[config.mk]
export PLATFORM = sky130hd
export DESIGN_NAME = cardio_share_packer
export DESIGN_NICKNAME = d
export VERILOG_FILES = /design/src/rtl/cardio_pkg.sv /design/src/rtl/cardio_mask_lfsr.sv /design/src/rtl/cardio_share_packer.sv
export SDC_FILE = /design/constraint.sdc
export NUM_CORES = 1
export LEC_CHECK = 0
export ABC_AREA = 1
export CORE_ASPECT_RATIO = 2
export CORE_MARGIN = 2
export CORE_UTILIZATION = 40
export DETAILED_ROUTE_END_ITERATION = 10
export GPL_ROUTABILITY_DRIVEN = 0
export GPL_TIMING_DRIVEN = 0
export PLACE_DENSITY_LB_ADDON = 0.2
export SETUP_SLACK_MARGIN = 0.3
export SYNTH_ARGS = -nofsm -noshare
export SYNTH_HDL_FRONTEND = slang
export SYNTH_HIERARCHICAL = 1
export SYNTH_SLANG_ARGS = --single-unit
[constraint.sdc]
create_clock -name clk -period 1.85 [get_ports clk]
set_clock_uncertainty 0.15 [all_clocks]
set_input_delay 0.185 -clock clk [delete_from_list [all_inputs] [get_ports clk]]
set_output_delay 0.185 -clock clk [all_outputs]
set_load 0.03 [all_outputs]
[src/rtl/cardio_pkg.sv]
// Shared types, widths and LFSR helpers for the cardio share packer.
package cardio_pkg;

    localparam int REC_W = 56;
    localparam int X_W   = 112;

    // Feedback taps of the 56-bit Fibonacci mask generator.
    localparam int LFSR_TAP0 = 55;
    localparam int LFSR_TAP1 = 54;
    localparam int LFSR_TAP2 = 34;
    localparam int LFSR_TAP3 = 33;

    typedef enum logic [1:0] {
        COLLECT = 2'd0,
        DRAIN   = 2'd1,
        OUT     = 2'd2
    } pack_state_t;

    function automatic logic [REC_W-1:0] lfsr_next(input logic [REC_W-1:0] s);
        logic fb;
        fb = s[LFSR_TAP0] ^ s[LFSR_TAP1] ^ s[LFSR_TAP2] ^ s[LFSR_TAP3];
        return {s[REC_W-2:0], fb};
    endfunction

    // An all-zero LFSR would lock up, so zero seeds are forced to 1.
    function automatic logic [REC_W-1:0] seed_guard(input logic [REC_W-1:0] s);
        return (s == '0) ? {{(REC_W-1){1'b0}}, 1'b1} : s;
    endfunction

endpackage

[src/rtl/cardio_mask_lfsr.sv]
// 56-bit mask generator: steps once per delivered record, optional reload.
module cardio_mask_lfsr
    import cardio_pkg::*;
#(
    parameter logic [REC_W-1:0] SEED = 56'h1
) (
    input  logic             clk,
    input  logic             rst_n,
    input  logic             step,
    input  logic             load,
    input  logic [REC_W-1:0] load_val,
    output logic [REC_W-1:0] mask
);

    localparam logic [REC_W-1:0] RST_VAL = (SEED == '0) ? 56'h1 : SEED;

    // Load wins over step; the two never coincide since they belong to different states.
    always_ff @(posedge clk or negedge rst_n) begin
        if (!rst_n) begin
            mask <= RST_VAL;
        end else if (load) begin
            mask <= seed_guard(load_val);
        end else if (step) begin
            mask <= lfsr_next(mask);
        end
    end

endmodule

[src/rtl/cardio_share_packer.sv]
// Byte-stream record packer producing two XOR shares {mask, record ^ mask}.
// Optional build macro CARDIO_PACK_SEED_LOAD_EN adds seed_load/seed_val ports.
//
// state   | meaning
// --------+-------------------------------------------------------
// COLLECT | accepting record bytes 0..6
// DRAIN   | discarding the tail of an over-long record until in_last
// OUT     | share vector held on out_x until out_ready
module cardio_share_packer
    import cardio_pkg::*;
#(
    parameter int               REC_BYTES = 7,
    parameter logic [REC_W-1:0] SEED      = 56'h1
) (
    input  logic             clk,
    input  logic             rst_n,
    input  logic             in_valid,
    output logic             in_ready,
    input  logic [7:0]       in_data,
    input  logic             in_last,
    output logic             out_valid,
    input  logic             out_ready,
    output logic [X_W-1:0]   out_x,
    output logic             err_pulse
`ifdef CARDIO_PACK_SEED_LOAD_EN
    ,
    input  logic             seed_load,
    input  logic [REC_W-1:0] seed_val
`endif
);

    localparam logic [2:0] LAST_IDX = 3'(REC_BYTES - 1);

    pack_state_t        state_q, state_d;
    logic [2:0]         byte_idx, idx_d;
    logic [REC_W-9:0]   rec_q;
    logic [REC_W-1:0]   rec_full;
    logic [REC_W-1:0]   mask;
    logic               xfer, wr_byte, cap, err_d, lfsr_step;
    logic               lfsr_load;
    logic [REC_W-1:0]   lfsr_load_val;

    assign xfer      = in_valid && in_ready;
    assign in_ready  = (state_q != OUT);
    assign out_valid = (state_q == OUT);
    assign rec_full  = {in_data, rec_q};

`ifdef CARDIO_PACK_SEED_LOAD_EN
    // Reseeding is only honoured between records.
    assign lfsr_load     = seed_load && (state_q == COLLECT) && (byte_idx == 3'd0);
    assign lfsr_load_val = seed_val;
`else
    assign lfsr_load     = 1'b0;
    assign lfsr_load_val = '0;
`endif

    cardio_mask_lfsr #(.SEED(SEED)) u_mask (
        .clk      (clk),
        .rst_n    (rst_n),
        .step     (lfsr_step),
        .load     (lfsr_load),
        .load_val (lfsr_load_val),
        .mask     (mask)
    );

    // State register.
    always_ff @(posedge clk or negedge rst_n) begin
        if (!rst_n) begin
            state_q <= COLLECT;
        end else begin
            state_q <= state_d;
        end
    end

    // Next-state decode and per-cycle datapath controls.
    always_comb begin
        state_d   = state_q;
        idx_d     = byte_idx;
        err_d     = 1'b0;
        wr_byte   = 1'b0;
        cap       = 1'b0;
        lfsr_step = 1'b0;
        unique case (state_q)
            COLLECT: begin
                if (xfer) begin
                    if (byte_idx == LAST_IDX) begin
                        idx_d = 3'd0;
                        if (in_last) begin
                            cap     = 1'b1;
                            state_d = OUT;
                        end else begin
                            err_d   = 1'b1;
                            state_d = DRAIN;
                        end
                    end else if (in_last) begin
                        err_d = 1'b1;
                        idx_d = 3'd0;
                    end else begin
                        wr_byte = 1'b1;
                        idx_d   = byte_idx + 3'd1;
                    end
                end
            end
            DRAIN: begin
                if (xfer && in_last) begin
                    state_d = COLLECT;
                    idx_d   = 3'd0;
                end
            end
            OUT: begin
                if (out_ready) begin
                    state_d   = COLLECT;
                    lfsr_step = 1'b1;
                end
            end
            default: begin
                state_d = COLLECT;
                idx_d   = 3'd0;
            end
        endcase
    end

    // Byte index, error pulse, partial record and output vector registers.
    always_ff @(posedge clk or negedge rst_n) begin
        if (!rst_n) begin
            byte_idx  <= 3'd0;
            err_pulse <= 1'b0;
            rec_q     <= '0;
            out_x     <= '0;
        end else begin
            byte_idx  <= idx_d;
            err_pulse <= err_d;
            for (int b = 0; b < REC_BYTES - 1; b++) begin
                if (wr_byte && (byte_idx == 3'(b))) begin
                    rec_q[b*8 +: 8] <= in_data;
                end
            end
            // The final byte bypasses rec_q so the vector is ready the next cycle.
            if (cap) begin
                out_x <= {mask, rec_full ^ mask};
            end
        end
    end

endmodule

======== Yosys cells after proc, flatten, opt, wreduce, memory -nomap -nowiden ========
Cells that the tools add are included.
cells by class
  eq/ne operators ......................... 13
  bitwise gates (word level) .............. 5
  add/sub/neg operators ................... 1
  mux-type cells .......................... 24
  reduce and logical (&&, ||, !) cells .... 12
operators by type and width
  operator                                              number
  XOR 56 bit                                            1
  2-to-1 mux 1 bit                                      13
  2-to-1 mux 3 bit                                      4
  2-to-1 mux 2 bit                                      5
  equality test 3 bit (second input constant)           3
  one-hot mux 3 bit (3 select lines)                    1
  logical AND 1 bit                                     8
  != test 2 bit (second input constant)                 4
  equality test 3 x 2 -> 1 bit (second input constant)  2
  one-hot mux 2 bit (3 select lines)                    1
  AND reduction 4 bit                                   1
  adder 3 x 1 -> 3 bit (second input constant)          1
  equality test 3 x 1 -> 1 bit (second input constant)  1
  zero test 3 bit                                       1
  AND reduction 3 bit                                   1
  XOR 1 bit                                             3
  equality test 2 x 1 -> 1 bit (second input constant)  1
  equality test 2 bit (second input constant)           1
  zero test 2 bit                                       1
  != test 2 x 1 -> 1 bit (second input constant)        1
  inverter 1 bit                                        1
word-level totals
  bits in registers ....................... 222
  bits of input ports ..................... 13
  output and inout bits ................... 115
  logic and storage cells ................. 66

======== Depth between registers and ports, before layout ========
  word-level depth ........................ 5
  depth in mapped cells ................... 11
  gate-level depth less buffers ........... 9

======== By module ========
Netlist, hierarchy kept.
by module, submodules not included
  module               area each (µm²)  cells an instance  times used
  cardio_share_packer  6887.9           713                1
  cardio_mask_lfsr     2798.9           369                1

======== Worst setup path before layout ========
Ideal clock, no wire load.
  kind .................................... flip-flop to flip-flop
  start ................................... reg byte_idx[0]
  end ..................................... reg rec_q[37]
  required time ........................... 1.579 ns
  arrival time ............................ 1.605 ns
  setup slack ............................. -0.026 ns
  stages on the path, launching flop included .. 11
  setup time .............................. 0.121 ns
  cells stage by stage .................... dfrtp_1 > inv_1 > ha_1 > nand2_1 > ha_1 > nand2_2 > nor2_8 > nand2_4 > buf_6 > nand2_1 > o21ai_2
on the way
  longest elaborated chain between the ends .. 5
ends and longest elaborated chain
  item                            line                        RTL
  start: declaration              cardio_share_packer.sv:35   logic [2:0] byte_idx, idx_d;
  start signal: assignment        cardio_share_packer.sv:131  byte_idx <= idx_d;
  equality test 3 bit             cardio_share_packer.sv:86   if (byte_idx == LAST_IDX) begin
  2-to-1 mux 1 bit                cardio_share_packer.sv:86
  2-to-1 mux 1 bit                cardio_share_packer.sv:85   if (xfer) begin
  2-to-1 mux 1 bit                cardio_share_packer.sv:83   unique case (state_q)
  logical AND 1 bit *             cardio_share_packer.sv:134  if (wr_byte && (byte_idx == 3'(b))) begin
  end signal: indexed assignment  cardio_share_packer.sv:135  rec_q[b*8 +: 8] <= in_data;
  end: declaration                cardio_share_packer.sv:36   logic [REC_W-9:0] rec_q;
Mark *: on every way between the ends. The rest lies on a longest branch, timed or not.
A chain may end at the register's enable or synchronous reset.

======== Worst setup path after layout ========
  start ................................... reg byte_idx[0]
  end ..................................... reg out_x[105]
on the way
  longest elaborated chain between the ends .. 4
ends and longest elaborated chain
  item                    line                        RTL
  equality test 3 bit     cardio_share_packer.sv:86
  2-to-1 mux 1 bit        cardio_share_packer.sv:86
  2-to-1 mux 1 bit        cardio_share_packer.sv:85
  2-to-1 mux 1 bit        cardio_share_packer.sv:83
  end signal: assignment  cardio_share_packer.sv:140  out_x <= {mask, rec_full ^ mask};
  end: declaration        cardio_share_packer.sv:23   output logic [X_W-1:0] out_x,
Every way passes these cells.

==> run summary <==
• sky130_fd_sc_hd__dfrtp_1 — cell taking the most area after synthesis
• 20 — number of CTS-inserted buffers
• 1705 — Layout Cells excl Fill
• 127 — Port Buffers
• 222 — clock sink count
• 23820 sq um — placeable core region
• 57.09% — area share of the largest cell type after synthesis
• 25550 sq um — die outline area
• 9687 sq um — area of the mapped netlist
• 8284 — vias in the first global route
• sky130_fd_sc_hd__dfrtp_1 — Slowest-stage cell, CP
• 14700 sq um — fin area
• 5 — Worst Path Buf+Inv
• 5140 sq um — area of combinational cells with multiple inputs
• 686.7 uV — Peak supply drop
• true — setup repair after global routing missed its margin
• byte_idx[0]$_DFFE_PN0P_ — start of the worst register-to-register path
• 11 — worst reg-to-reg path cell count
• sky130_fd_sc_hd__dfrtp_1, sky130_fd_sc_hd__nand2_1, sky130_fd_sc_hd__o21ai_0, sky130_fd_sc_hd__xnor2_1, sky130_fd_sc_hd__nor2_1 — ranking of synthesized cells by area
• 89 — maximum number of pins on one net before global-route repair
• sky130_fd_sc_hd__nand2_1 — commonest non-fill, non-tap cell in the layout
• 2.16 ns — CP Data Arrival Time
• 11 — Levels on crit path
• 9 — number of setup violations in the final report
• 8.953 sq um — synthesized area per cell
• 222 — number of storage elements in the synthesis netlist
• 5 — number of iterations in the first detailed-routing pass
• 100.0% — post-synthesis async set-or-reset flop share
• -0.01 ns — R2R Setup Slk
• 537.0 MHz — fmax
• 0.5099 ns — transition time at the pin with the least slew margin
• 0 — Diodes inserted
• 1156 nW/um^2 — pwr dens
• 2.15 ns — CP required
• sky130_fd_sc_hd__clkbuf_16 — cell chosen for the clock root
• 5558 sq um — combined flip-flop and latch cell area
• 57.36% — register area share after synthesis
• sky130_fd_sc_hd__dfrtp_1 — top flip-flop cell by instance count after synthesis
• 21.92% — aggregate global-route resource usage
• inv_2 > ha_4 > nand2_4 > inv_4 > ha_4 > nand3_4 > inv_4 > buf_12 > clkbuf_16 > nand2_1 > nand2_1 — CP Cell Sequence
• 1613 — total instance count after detailed placement
• 40.66% — initial core utilization
• -0.5798 ns — hold slack final
• done — TritonCTS clock tree
• 6 — Ys Warns
• 1082 — Synth Instances
• 0.07 ns — clock-pin transition on the worst setup and hold timing paths
• -0.01234 ns — final setup margin
• buffers and inverters — cell family with most CP delay
• 355 — 1st-iter DRT viols
• 51.73% — layout-stage area growth over the synthesis result
• 3 — CTS Buffer Depth
• 0 — drt drc
• 0 — Final Slew Violations
• 0 — Post-synth EDFFs
• 0 — max-cap violations
• out_x[105]$_DFFE_PN0P_ — crit path to
• 43.82 mm — global-route wire length before repair
• 0.006860 uW — reported leakage power
• input pin to asynchronous set/reset pin — Min-Delay Path Class
• 0 — Routed Antenna Nets
• 224.1 microns — Die Span Y
• 35.47% — fraction of layout instances using a drive strength above 1
• 0 — GR Overflow Total
• 4.851 — number of vias per cell
• 100.7% — share of the clock period used by the worst path after layout
• flop — nature of the critical path startpoint
• 1 — number of H-tree branching levels
• 114.0 microns — Horiz. Die Dim
• 65.97% — relative slew slack
• 18.15 mm — post-DP HPWL
• 0 — number of antenna violations at the first check in global routing
• byte_idx[0]$_DFFE_PN0P_ — launching element of the worst setup path
• 16.81 microns — Avg WL per Cell
• negative hold slack, negative setup slack — violations in the final reports
• flop — type of destination of the critical path
• 1424 — nets@finish
• 1.862 ns — final critical delay including setup and external delays
• 128 — ports placed on the boundary
• 0.51 ns — later-pin clock latency in the skew report
• 134 — hold violation count in the final report
• flop to flop — worst setup path category
• 1999 — fill count
• finished, violations left — outcome
• 26 — unique cell type count in the Yosys netlist
• out_x[105]$_DFFE_PN0P_ — capture point of the worst reg-to-reg path
• 28.66 mm — total wire length after detailed routing
• 80 — number of placement rows
• 0.40 ns — CP max stage delay
• 11990 sq um — area of placed instances
• 8271 — overall via count from detail_route
• 7 — crit-path max FO
• sky130_fd_sc_hd__nand2_1, sky130_fd_sc_hd__dfrtp_1, sky130_fd_sc_hd__conb_1 — commonest non-fill, non-tap cells in the layout
registers in the layout (all words and copies together), names as in the netlist:
register / cells
state_q: 2
rec_q: 48
out_x: 112
u_mask/mask: 56
err_pulse: 1
byte_idx: 3
metal layers:
metal  track usage (%)  vias to the layer above  routed length [microns]
li1                  -                     3999                        -
met2             40.15                      176                    15680
met3             1.840                       56                      877
met5                 0                        -                        0
met4             9.520                        0                     1148
met1             25.76                     4040                    10950
cell usage after synthesis, types with 4 or more instances:
cell type,count
sky130_fd_sc_hd__nand3_1,9
sky130_fd_sc_hd__o21ai_0,105
sky130_fd_sc_hd__ha_1,7
sky130_fd_sc_hd__inv_1,25
sky130_fd_sc_hd__xnor2_1,57
sky130_fd_sc_hd__buf_4,12
sky130_fd_sc_hd__o21ai_1,47
sky130_fd_sc_hd__o21ai_2,8
sky130_fd_sc_hd__a21oi_1,56
sky130_fd_sc_hd__nand2_1,369
sky130_fd_sc_hd__buf_6,11
sky130_fd_sc_hd__nor2_1,105
sky130_fd_sc_hd__buf_2,20
sky130_fd_sc_hd__clkbuf_1,10
sky130_fd_sc_hd__dfrtp_1,221
sky130_fd_sc_hd__nand2_4,7
sky130_fd_sc_hd__inv_2,4
where the power goes:
part / internal (uW) / switching, uW
logic: 2490 / 2940
clock network: 2610 / 1890
registers: 5900 / 1170
repair_timing:
action | in CTS | in global routing
endpoints found under the hold margin | 134 | 134
gates resized for setup | 514 | 274
cloned | 13 | 7
setup buffers | 28 | 8
pin swaps | 11 | 28
endpoints found under the setup margin | 330 | 232
area by class of cell:
type,instances,share of cell area (%)
Sequential cell,222,37.81
Inverter,29,0.8768
Timing Repair inverter,2,0.1362
Timing Repair Buffer,183,14.79
Tap cell,287,2.443
Buffer,53,4.154
Clock inverter,6,0.6044
Multi-Input combinational cell,893,34.97
Clock buffer,30,4.214
worst register-to-register path: stages (launching register included):
cell and delay (ns):
sky130_fd_sc_hd__dfrtp_1 0.40, sky130_fd_sc_hd__inv_2 0.09, sky130_fd_sc_hd__ha_4 0.14, sky130_fd_sc_hd__nand2_4 0.07, sky130_fd_sc_hd__inv_4 0.07, sky130_fd_sc_hd__ha_4 0.13, sky130_fd_sc_hd__nand3_4 0.16, sky130_fd_sc_hd__inv_4 0.15
sky130_fd_sc_hd__buf_12 0.16, sky130_fd_sc_hd__clkbuf_16 0.17, sky130_fd_sc_hd__nand2_1 0.05, sky130_fd_sc_hd__nand2_1 0.06
kinds of logic (layout without fill, tap and decap cells):
group / count (synthesis) / count (layout) / synth area share (%)
other cells: 1 / 116 / 0.03871
fa+ha+maj: 7 / 7 / 0.9041
xor+xnor: 58 / 58 / 5.244
flops: 222 / 222 / 57.36
compound gates: 217 / 217 / 11.55
simple gates: 495 / 495 / 20.15
buf+inv: 82 / 303 / 4.753
worst min-delay path by stage:
stage                                startpoint                 endpoint  slack, ns  cells after the start
after floorplan                           rst_n  byte_idx[0]$_DFFE_PN0P_      -0.26                      0
after global placement    out_x[68]$_DFFE_PN0P_    out_x[68]$_DFFE_PN0P_       0.31                      2
after detailed placement                  rst_n   out_x[107]$_DFFE_PN0P_      -0.04                      1
after global routing                      rst_n   out_x[107]$_DFFE_PN0P_      -0.56                      1
final                                     rst_n   out_x[107]$_DFFE_PN0P_      -0.58                      1
after CTS                                 rst_n   out_x[107]$_DFFE_PN0P_      -0.58                      1
per-stage QoR:
step	TNS [ns]	hold WS [ns]	setup WS (ns)	total power, uW	utilization, %
after global routing	-5.882	-0.5601	-0.07840	17840	61.70
final	-0.06882	-0.5798	-0.01234	17000	61.70
after floorplan	0	-0.2606	0.1529	9597	-
after detailed placement	-21.23	-0.03992	-0.2492	11190	50.31
after global placement	-2015.83	0.3065	-9.035	11090	50.06
after CTS	0	-0.5765	0.03065	16250	57.25
No activity file was read; power rests on OpenSTA's default activity.
